### src/rtl/pic_pkg.sv
// Shared definitions for the 8259A-style PIC control slice: FSM states,
// command decode bit positions, read-select encoding and vector base width.
package pic_pkg;

  // Initialisation / operating state of the command sequencer
  typedef enum logic [2:0] {
    WAIT_ICW1 = 3'd0,
    WAIT_ICW2 = 3'd1,
    WAIT_ICW3 = 3'd2,
    WAIT_ICW4 = 3'd3,
    READY     = 3'd4
  } pic_state_e;

  // Which resolver register an A0=0 read returns
  typedef enum logic {
    SEL_IRR = 1'b0,
    SEL_ISR = 1'b1
  } read_sel_e;

  // Upper five bits of the vector byte come from ICW2
  localparam int VEC_BASE_W = 5;

  // ICW1 / ICW4 bit positions
  localparam int ICW1_ID_BIT   = 4;
  localparam int ICW1_LTIM_BIT = 3;
  localparam int ICW1_SNGL_BIT = 1;
  localparam int ICW1_IC4_BIT  = 0;
  localparam int ICW4_AEOI_BIT = 1;

  // OCW2/OCW3 are told apart by din[4:3] on an A0=0 write
  localparam int         OCW_SEL_HI   = 4;
  localparam int         OCW_SEL_LO   = 3;
  localparam logic [1:0] OCW_SEL_OCW2 = 2'b00;
  localparam logic [1:0] OCW_SEL_OCW3 = 2'b01;

  // OCW3 read-register command bits
  localparam int OCW3_RR_BIT  = 1;
  localparam int OCW3_RIS_BIT = 0;

  // An A0=0 write with D4 set is always ICW1, whatever the current state
  function automatic logic is_icw1(input logic wr, input logic a0, input logic [7:0] d);
    return wr & ~a0 & d[ICW1_ID_BIT];
  endfunction

endpackage

### src/rtl/pic_inta_sequencer.sv
// INTA handshake: detects inta_n falling edges, counts them, and on the last
// edge of an acknowledge cycle drives the vector byte until inta_n returns high.
module pic_inta_sequencer
  import pic_pkg::*;
#(
  parameter int INTA_PULSES = 2
) (
  input  logic                  clk,
  input  logic                  rst_n,
  input  logic                  enable_i,
  input  logic                  abort_i,
  input  logic                  inta_n_i,
  input  logic [VEC_BASE_W-1:0] t_base_i,
  input  logic [2:0]            int_vec_i,
  output logic                  fire_o,
  output logic                  vec_oe_o,
  output logic [7:0]            vec_o
);

  localparam int               CNT_W    = (INTA_PULSES > 1) ? $clog2(INTA_PULSES) : 1;
  localparam logic [CNT_W-1:0] LAST_CNT = CNT_W'(INTA_PULSES - 1);

  logic             inta_n_q;
  logic [CNT_W-1:0] cnt_q, cnt_d;
  logic             oe_q, oe_d;
  logic [7:0]       vec_q, vec_d;
  logic             edge_s;

  // An edge only counts in READY, and an ICW1 in the same cycle swallows it
  assign edge_s   = enable_i & ~abort_i & inta_n_q & ~inta_n_i;
  assign fire_o   = edge_s & (cnt_q == LAST_CNT);
  assign vec_oe_o = oe_q;
  assign vec_o    = vec_q;

  // Next pulse count and vector drive: abort clears, final edge loads, rising inta_n releases
  always_comb begin
    cnt_d = cnt_q;
    oe_d  = oe_q;
    vec_d = vec_q;
    if (abort_i) begin
      cnt_d = '0;
      oe_d  = 1'b0;
      vec_d = '0;
    end else begin
      if (oe_q && inta_n_i) begin
        oe_d  = 1'b0;
        vec_d = '0;
      end
      if (fire_o) begin
        cnt_d = '0;
        oe_d  = 1'b1;
        vec_d = {t_base_i, int_vec_i};
      end else if (edge_s) begin
        cnt_d = cnt_q + CNT_W'(1);
      end
    end
  end

  // inta_n history for edge detection plus the count/vector state
  always_ff @(posedge clk or negedge rst_n) begin
    if (!rst_n) begin
      inta_n_q <= 1'b1;
      cnt_q    <= '0;
      oe_q     <= 1'b0;
      vec_q    <= '0;
    end else begin
      inta_n_q <= inta_n_i;
      cnt_q    <= cnt_d;
      oe_q     <= oe_d;
      vec_q    <= vec_d;
    end
  end

endmodule

### src/rtl/pic_control_logic.sv
// Command sequencer of the 8259A-style PIC: decodes ICW/OCW writes, holds the
// resolver configuration, serves register reads and muxes in the INTA vector.
module pic_control_logic
  import pic_pkg::*;
#(
  parameter int         INTA_PULSES = 2,
  parameter logic [7:0] RESET_IM    = 8'h00
) (
  input  logic       clk,
  input  logic       rst_n,
  input  logic       wr_stb,
  input  logic       rd_stb,
  input  logic       a0,
  input  logic [7:0] din,
  input  logic       inta_n,
  input  logic [7:0] irr,
  input  logic [7:0] isr,
  input  logic [2:0] int_vec,
  output logic [7:0] im,
  output logic [7:0] operation,
  output logic       op_stb,
  output logic       aeoi,
  output logic       ltim,
  output logic [7:0] dout,
  output logic       dout_oe,
  output logic       init_done
);

  pic_state_e            state_q, state_d;
  read_sel_e             read_sel_q, read_sel_d;
  logic                  ltim_q, ltim_d;
  logic                  sngl_q, sngl_d;
  logic                  ic4_q, ic4_d;
  logic                  aeoi_q, aeoi_d;
  logic [7:0]            im_q, im_d;
  logic [7:0]            operation_q, operation_d;
  logic                  op_stb_q, op_stb_d;
  logic [VEC_BASE_W-1:0] t_base_q, t_base_d;
  logic                  rd_oe_q, rd_oe_d;
  logic [7:0]            rd_data_q, rd_data_d;

  logic                  wr_icw1;
  logic                  vec_fire;
  logic                  vec_oe;
  logic [7:0]            vec_byte;

  assign wr_icw1 = is_icw1(wr_stb, a0, din);

  pic_inta_sequencer #(
    .INTA_PULSES(INTA_PULSES)
  ) u_inta (
    .clk       (clk),
    .rst_n     (rst_n),
    .enable_i  (state_q == READY),
    .abort_i   (wr_icw1),
    .inta_n_i  (inta_n),
    .t_base_i  (t_base_q),
    .int_vec_i (int_vec),
    .fire_o    (vec_fire),
    .vec_oe_o  (vec_oe),
    .vec_o     (vec_byte)
  );

  // FSM state register
  always_ff @(posedge clk or negedge rst_n) begin
    if (!rst_n) state_q <= WAIT_ICW1;
    else        state_q <= state_d;
  end

  // Init sequence: ICW1 restarts from anywhere, A0=1 writes walk through ICW2..ICW4
  always_comb begin
    state_d = state_q;
    if (wr_icw1) begin
      state_d = WAIT_ICW2;
    end else if (wr_stb && a0) begin
      case (state_q)
        WAIT_ICW2: state_d = !sngl_q ? WAIT_ICW3 : (ic4_q ? WAIT_ICW4 : READY);
        WAIT_ICW3: state_d = ic4_q ? WAIT_ICW4 : READY;
        WAIT_ICW4: state_d = READY;
        default:   state_d = state_q;
      endcase
    end
  end

  // FSM outputs and final bus mux (vector drive has priority over read data)
  always_comb begin
    init_done = (state_q == READY);
    dout_oe   = vec_oe | rd_oe_q;
    dout      = vec_oe ? vec_byte : rd_data_q;
  end

  // Register write decode: ICW1 reinitialises, ICWn/OCWn update their fields
  always_comb begin
    ltim_d      = ltim_q;
    sngl_d      = sngl_q;
    ic4_d       = ic4_q;
    aeoi_d      = aeoi_q;
    im_d        = im_q;
    operation_d = operation_q;
    op_stb_d    = 1'b0;
    t_base_d    = t_base_q;
    read_sel_d  = read_sel_q;
    if (wr_icw1) begin
      ltim_d     = din[ICW1_LTIM_BIT];
      sngl_d     = din[ICW1_SNGL_BIT];
      ic4_d      = din[ICW1_IC4_BIT];
      im_d       = RESET_IM;
      aeoi_d     = 1'b0;
      read_sel_d = SEL_IRR;
    end else if (wr_stb) begin
      case (state_q)
        WAIT_ICW2: if (a0) t_base_d = din[7 -: VEC_BASE_W];
        WAIT_ICW4: if (a0) aeoi_d = din[ICW4_AEOI_BIT];
        READY: begin
          if (a0) begin
            im_d = din;
          end else if (din[OCW_SEL_HI:OCW_SEL_LO] == OCW_SEL_OCW2) begin
            operation_d = din;
            op_stb_d    = 1'b1;
          end else if (din[OCW_SEL_HI:OCW_SEL_LO] == OCW_SEL_OCW3) begin
            if (din[OCW3_RR_BIT]) read_sel_d = din[OCW3_RIS_BIT] ? SEL_ISR : SEL_IRR;
          end
        end
        default: ;
      endcase
    end
  end

  // Register reads: only in READY, and dropped while the vector owns the bus
  always_comb begin
    rd_oe_d   = 1'b0;
    rd_data_d = '0;
    if (rd_stb && (state_q == READY) && !wr_icw1 && !vec_fire && !vec_oe) begin
      rd_oe_d   = 1'b1;
      rd_data_d = a0 ? im_q : ((read_sel_q == SEL_ISR) ? isr : irr);
    end
  end

  // Configuration and read-data registers
  always_ff @(posedge clk or negedge rst_n) begin
    if (!rst_n) begin
      ltim_q      <= 1'b0;
      sngl_q      <= 1'b0;
      ic4_q       <= 1'b0;
      aeoi_q      <= 1'b0;
      im_q        <= RESET_IM;
      operation_q <= '0;
      op_stb_q    <= 1'b0;
      t_base_q    <= '0;
      read_sel_q  <= SEL_IRR;
      rd_oe_q     <= 1'b0;
      rd_data_q   <= '0;
    end else begin
      ltim_q      <= ltim_d;
      sngl_q      <= sngl_d;
      ic4_q       <= ic4_d;
      aeoi_q      <= aeoi_d;
      im_q        <= im_d;
      operation_q <= operation_d;
      op_stb_q    <= op_stb_d;
      t_base_q    <= t_base_d;
      read_sel_q  <= read_sel_d;
      rd_oe_q     <= rd_oe_d;
      rd_data_q   <= rd_data_d;
    end
  end

  assign im        = im_q;
  assign operation = operation_q;
  assign op_stb    = op_stb_q;
  assign aeoi      = aeoi_q;
  assign ltim      = ltim_q;

endmodule
### config.mk
export PLATFORM = sky130hd
export DESIGN_NAME = pic_control_logic
export DESIGN_NICKNAME = d
export VERILOG_FILES = /design/src/rtl/pic_pkg.sv /design/src/rtl/pic_inta_sequencer.sv /design/src/rtl/pic_control_logic.sv
export SDC_FILE = /design/constraint.sdc
export NUM_CORES = 1
export LEC_CHECK = 0
export BUFFER_PORTS_ARGS = -buffer_cell sky130_fd_sc_hd__buf_2
export CAP_MARGIN = 20
export CORE_MARGIN = 2
export CORE_UTILIZATION = 47
export DETAILED_ROUTE_END_ITERATION = 8
export PLACE_DENSITY = 0.75
export SKIP_LAST_GASP = 1
export SLEW_MARGIN = 10
export SYNTH_ARGS = -nofsm -noshare
export SYNTH_HDL_FRONTEND = slang
export SYNTH_SLANG_ARGS = --single-unit
### constraint.sdc
create_clock -name clk -period 1.54 [get_ports clk]
set_input_delay 0.308 -clock clk [delete_from_list [all_inputs] [get_ports clk]]
set_output_delay 0.308 -clock clk [all_outputs]
set_load 0.03 [all_outputs]
## After elaboration in Yosys (flattened, before gate mapping)

Cells that the tools add are included.

| word-level totals | value |
|---|---|
| flip-flop bits (word level) | 50 |
| output and inout bits | 29 |

| cells by class | value |
|---|---|
| add/sub/neg operators | 1 |
| equal/unequal tests | 7 |
| multiplexer cells | 40 |
| bitwise gates (word level) | 10 |
| reduce and logical (&&, ||, !) cells | 26 |

Operators by type and width:

| operator | count |
|---|---|
| $mux 8 | 11 |
| $mux 1 | 24 |
| $reduce_bool 2->1 | 7 |
| $mux 3 | 4 |
| $pmux 3 s3 | 1 |
| $and 1x1->1 | 6 |
| $eq 3x2->1 const B | 2 |
| $logic_and 1x1->1 | 6 |
| $reduce_and 3->1 | 2 |
| $reduce_and 6->1 | 1 |
| $reduce_bool 3->1 | 2 |
| $reduce_and 5->1 | 1 |
| $ne 2x1->1 const B | 2 |
| $reduce_and 4->1 | 1 |
| $reduce_bool 4->1 | 1 |
| $eq 3x1->1 const B | 1 |
| $eq 3x3->1 const B | 1 |
| $logic_not 1->1 | 3 |
| $not 1->1 | 3 |
| $eq 2x1->1 const B | 1 |
| $logic_not 2->1 | 1 |
| $reduce_and 2->1 | 1 |
| $add 1x1->1 const B | 1 |
| $or 1x1->1 | 1 |

## Depth between registers and ports, before layout

| logic depth | value |
|---|---|
| depth in word-level cells | 12 |
| gate-level depth with buffers | 7 |

## By module

A second synthesis with hierarchy kept.

| second synthesis, totals | value |
|---|---|
| cell total of the unflattened synthesis | 189 |
| area total of the unflattened synthesis | 2326.0 µm² |

Modules (own cells, without submodules):

| module | instances | cells each | area an instance (µm²) | sequential area each (µm²) |
|---|---|---|---|---|
| pic_control_logic | 1 | 160 | 1896.8 | 975.9 |
| pic_inta_sequencer | 1 | 29 | 429.2 | 276.5 |

## Least setup slack after synthesis

No wires, ideal clock.

| timing path | value |
|---|---|
| path kind | register -> register |
| from | reg state_q[1] |
| to | reg operation_q[0] (netlist: operation[0]) |
| data arrival time | 1.377 ns |
| required time | 1.415 ns |
| setup slack | 0.038 ns |
| stages on the path, launching flop included | 6 |
| cells stage by stage | dfrtp_1 > nor3b_4 > and2_4 > buf_8 > nand2_8 > mux2_4 |

| on the way | value |
|---|---|
| word-level cells in the longest chain between the ends | 2 |

RTL lines:

| item | RTL line | RTL |
|---|---|---|
| from (decl) | pic_control_logic.sv:29 | `pic_state_e state_q, state_d;` |
| from (signal assigned) | pic_control_logic.sv:67 | `else state_q <= state_d;` |
| $eq 3x3->1 | pic_control_logic.sv:111 | `case (state_q)` |
| $reduce_and 5->1 (no source line) | -- |  |
| to (signal assigned) | pic_control_logic.sv:159 | `operation_q <= operation_d;` |
| to (decl) | pic_control_logic.sv:36 | `logic [7:0] operation_q, operation_d;` |

Every way passes these cells.
A chain may end at the register's enable or synchronous reset.

## Worst setup path after layout

| timing path | value |
|---|---|
| from | reg u_inta.oe_q (netlist: u_inta.vec_oe_o) |
| to | out dout[3] |

| on the way | value |
|---|---|
| word-level cells in the longest chain between the ends | 1 |

RTL lines:

| item | RTL line | RTL |
|---|---|---|
| from (decl) | pic_inta_sequencer.sv:25 | `logic oe_q, oe_d;` |
| from (signal assigned) | pic_inta_sequencer.sv:64 | `oe_q <= 1'b0;` |
| from (signal assigned) | pic_inta_sequencer.sv:69 | `oe_q <= oe_d;` |
| $mux 8 | pic_control_logic.sv:89 | `dout = vec_oe ? vec_byte : rd_data_q;` |
| to (decl) | pic_control_logic.sv:24 | `output logic [7:0] dout,` |

Every way passes these cells.

==> flow_metrics.tcl <==
set metrics [dict create \
    multiInputGateArea_mm2 0.00105 \
    routed_wl_um 5470 \
    die-area_mm2 0.00561 \
    reg2reg_from "state_q[2]" \
    ir_drop_uv 1120 \
    syn2layout_area_growth_pct 31.5 \
    ys_ff_latch 50 \
    clockRootBuffer "clkbuf_8" \
    synthCells 218 \
    synth.area.mux_share 0.143 \
    rows 25 \
    path_class "reg -> out" \
    finalMaxSlewViolations 0 \
    die_width_um 74.9 \
    drive_gt1_frac 0.424 \
    fin_util 0.649 \
    grt_overflow 0 \
    track_usage 0.212 \
    holdPathEnd "u_inta.inta_n_q" \
    rr_worst_depth 4 \
    max_stage_delay_ns 0.39 \
    synthTopCellsByCount "dfrtp_1 (49), nand2_1 (44), mux2_2 (14), o21ai_0 (11)" \
    seqCellArea_mm2 0.00125 \
    fin_area_mm2 0.00311 \
    slew_headroom 0.686 \
    gp_congestion 0.803 \
    status "finished with violations" \
    min_from "inta_n" \
    die_h_um 74.9 \
    drt-initial-drc-count 186 \
    synth_top_area_frac 0.519 \
    ys_types 41 \
    maxCapViolations 0 \
    nets 329 \
    fin_crit_ns 1.61 \
    cts_max_level 2 \
    cp_cell_sequence "buf_6 -> mux2_2 -> buf_6" \
    synth_top_cell_by_area "dfrtp_1" \
    ff2ff_setup_slack_ns 0.05 \
    first_global_vias 1783 \
    ys_seq_area_frac 0.530 \
    antenna_cells 0 \
    cp-start-kind "flop" \
    dpl_cell_area_mm2 0.00279 \
    clkLatencyLatePin_ns 0.31 \
    worstPathRequired_ns 1.23 \
    num_vias 1841 \
    avgSynthCellArea_um2 10.8 \
    core-area_mm2 0.00479 \
    synth_edf_count 0 \
    clockBufferDepth 2 \
    grt_start_max_net_pins 26 \
    netlist_area_mm2 0.00236 \
    synth.most_common_cell "dfrtp_1" \
    finalPower_w 0.00485 \
    period_share 1.05 \
    setup_ws_ns -0.0735 \
    whs_path_depth 1 \
    fillerInstances 394 \
    synth_compound_area_frac 0.0985 \
    yosys.area_share.simple 0.189 \
    whs_ns 0.127 \
    portBuffers 61 \
    hold_violations 0 \
    crit_fanout 6 \
    start_util 0.494 \
    synth_top_family_by_area "simple AND/OR/NAND/NOR gates" \
    power.leakage_nw 1.54 \
    cp_slowest_cell "dfrtp_2" \
    clock_skew_ns 0.00443 \
    vias_per_cell 5.06 \
    grt_first_pass_wirelength_um 8710 \
    critPathCaptureType "output pin" \
    failed_checks "negative setup slack" \
    dp_hpwl_um 3900 \
    worstPathArrival_ns 1.31 \
    yosys.area_share.xor_xnor 0.00371 \
    power_density_mw_per_mm2 1560 \
    postRouteAntennaNets 0 \
    critPathTopFamily "flip-flops" \
    fmax_ghz 0.620 \
    clkTransAtPathRegs_ns 0.09 \
    ys.warnings.count 0 \
    crit_buf_inv 2 \
    dr.pass1.iters 4 \
    synthFlopType "dfrtp_1" \
    numClockSinks 50 \
    synth_area_leaders "dfrtp_1 (52%), nand2_1 (7.0%), mux2_2 (6.7%)" \
    synthAdderAreaFrac 0 \
    rsz0062_at_grt "true" \
    syn-num-nets 251 \
    cts_buffers 5 \
    hp-class "in -> reg" \
    antenna_found_initial 0 \
    place_inst 346 \
    instances_no_fill 364 \
    synthArstFlopShare 1.00 \
    setup_violations 9 \
    drcViolationCount 0 \
    post_drt_wl_per_cell_um 15.0 \
    worst_pin_slew_ns 0.471 \
    io_pins 62 \
    rr_endpoint "t_base_q[3]" \
    crit_top_cell "buf_6" \
    cts_tree "done" \
]
## per-stage QoR
| stage | TNS (ns) | setup slack [ns] |
|---|---|---|
| finish | -0.513 | -0.0735 |
| global placement | 0 | 0.0332 |
| floorplan | 0 | 0.0381 |
| CTS | -0.551 | -0.0754 |
| global route | -0.966 | -0.121 |
| detailed placement | -0.0589 | -0.0568 |
## routing by layer
| layer | part of all wire | vias up | global-route usage | wire (um) |
|---|---|---|---|---|
| li1 | - | 909 | - | - |
| met1 | 0.44 | 886 | 0.292 | 2430 |
| met2 | 0.50 | 39 | 0.337 | 2760 |
| met3 | 0.035 | 7 | 0.0469 | 192 |
| met4 | 0.015 | 0 | 0.0655 | 84 |
| met5 | 0 | - | 0 | 0 |
## registers in the layout, indices dropped and copies added (netlist names), 3 cells and up
| signal | flops |
|---|---|
| state_q | 3 |
| operation | 8 |
| im | 8 |
| u_inta.vec_o | 8 |
| rd_data_q | 8 |
| t_base_q | 5 |
## cells in the final DEF, fill, tap and decap left out, types with 2 or more instances in the layout
cell	n
bufinv_16	2
o211ai_1	8
nor2b_1	2
buf_2	51
o21ai_0	11
buf_6	13
nand3_1	10
dfrtp_1	47
clkbuf_8	5
and2_1	10
nand2b_1	3
buf_4	18
nor2_1	3
o2bb2ai_1	2
inv_1	4
mux2_4	6
nand2_1	43
dfrtp_2	2
mux2_2	14
mux2i_1	9
o21ai_1	9
## power by group
| group | internal [W] | total (W) | switching, W |
|---|---|---|---|
| sequential | 0.00167 | 0.00190 | 0.000231 |
| clock | 0.000650 | 0.00109 | 0.000442 |
| combinational | 0.000814 | 0.00186 | 0.00105 |
| total | 0.00313 | 0.00485 | 0.00172 |
## timing repair
| item | in CTS | in global routing |
|---|---|---|
| setup buffers | 9 | 0 |
| endpoints found under the hold margin | 14 | 0 |
| hold buffers | 1 | 0 |
| pin swaps | 2 | 2 |
| cloned | 0 | 0 |
| endpoints found under the setup margin | 12 | 28 |
| gates resized for setup | 28 | 5 |
## kinds of logic (layout without fill, tap and decap cells)
family / count (synthesis) / after routing
and+or+nand+nor: 84 / 84
DFF: 50 / 50
AOI/OAI and AO/OA: 37 / 37
muxes: 29 / 29
buffers and inverters: 17 / 96
xor gates and xnor gates: 1 / 1
## worst max-delay path by stage
stage,startpoint,to,slack [ns],cells past startpoint
after CTS,u_inta.vec_oe_o,dout[4],-0.08,3
after floorplan,state_q[1],operation[0],0.04,5
after global routing,u_inta.vec_oe_o,dout[4],-0.12,3
final,u_inta.vec_oe_o,dout[3],-0.07,3
after global placement,u_inta.vec_oe_o,dout[4],0.03,2
after detailed placement,state_q[0],u_inta.vec_o[3],-0.06,4
## area by class of cell
cell class,count,area share
Clock buffer,5,0.0222
Inverter,4,0.00483
Clock inverter,3,0.0222
Multi-Input combinational cell,151,0.337
Timing Repair Buffer,84,0.182
Tap cell,67,0.0270
Sequential cell,50,0.404
Note: power is estimated with default switching activity, not from simulation.
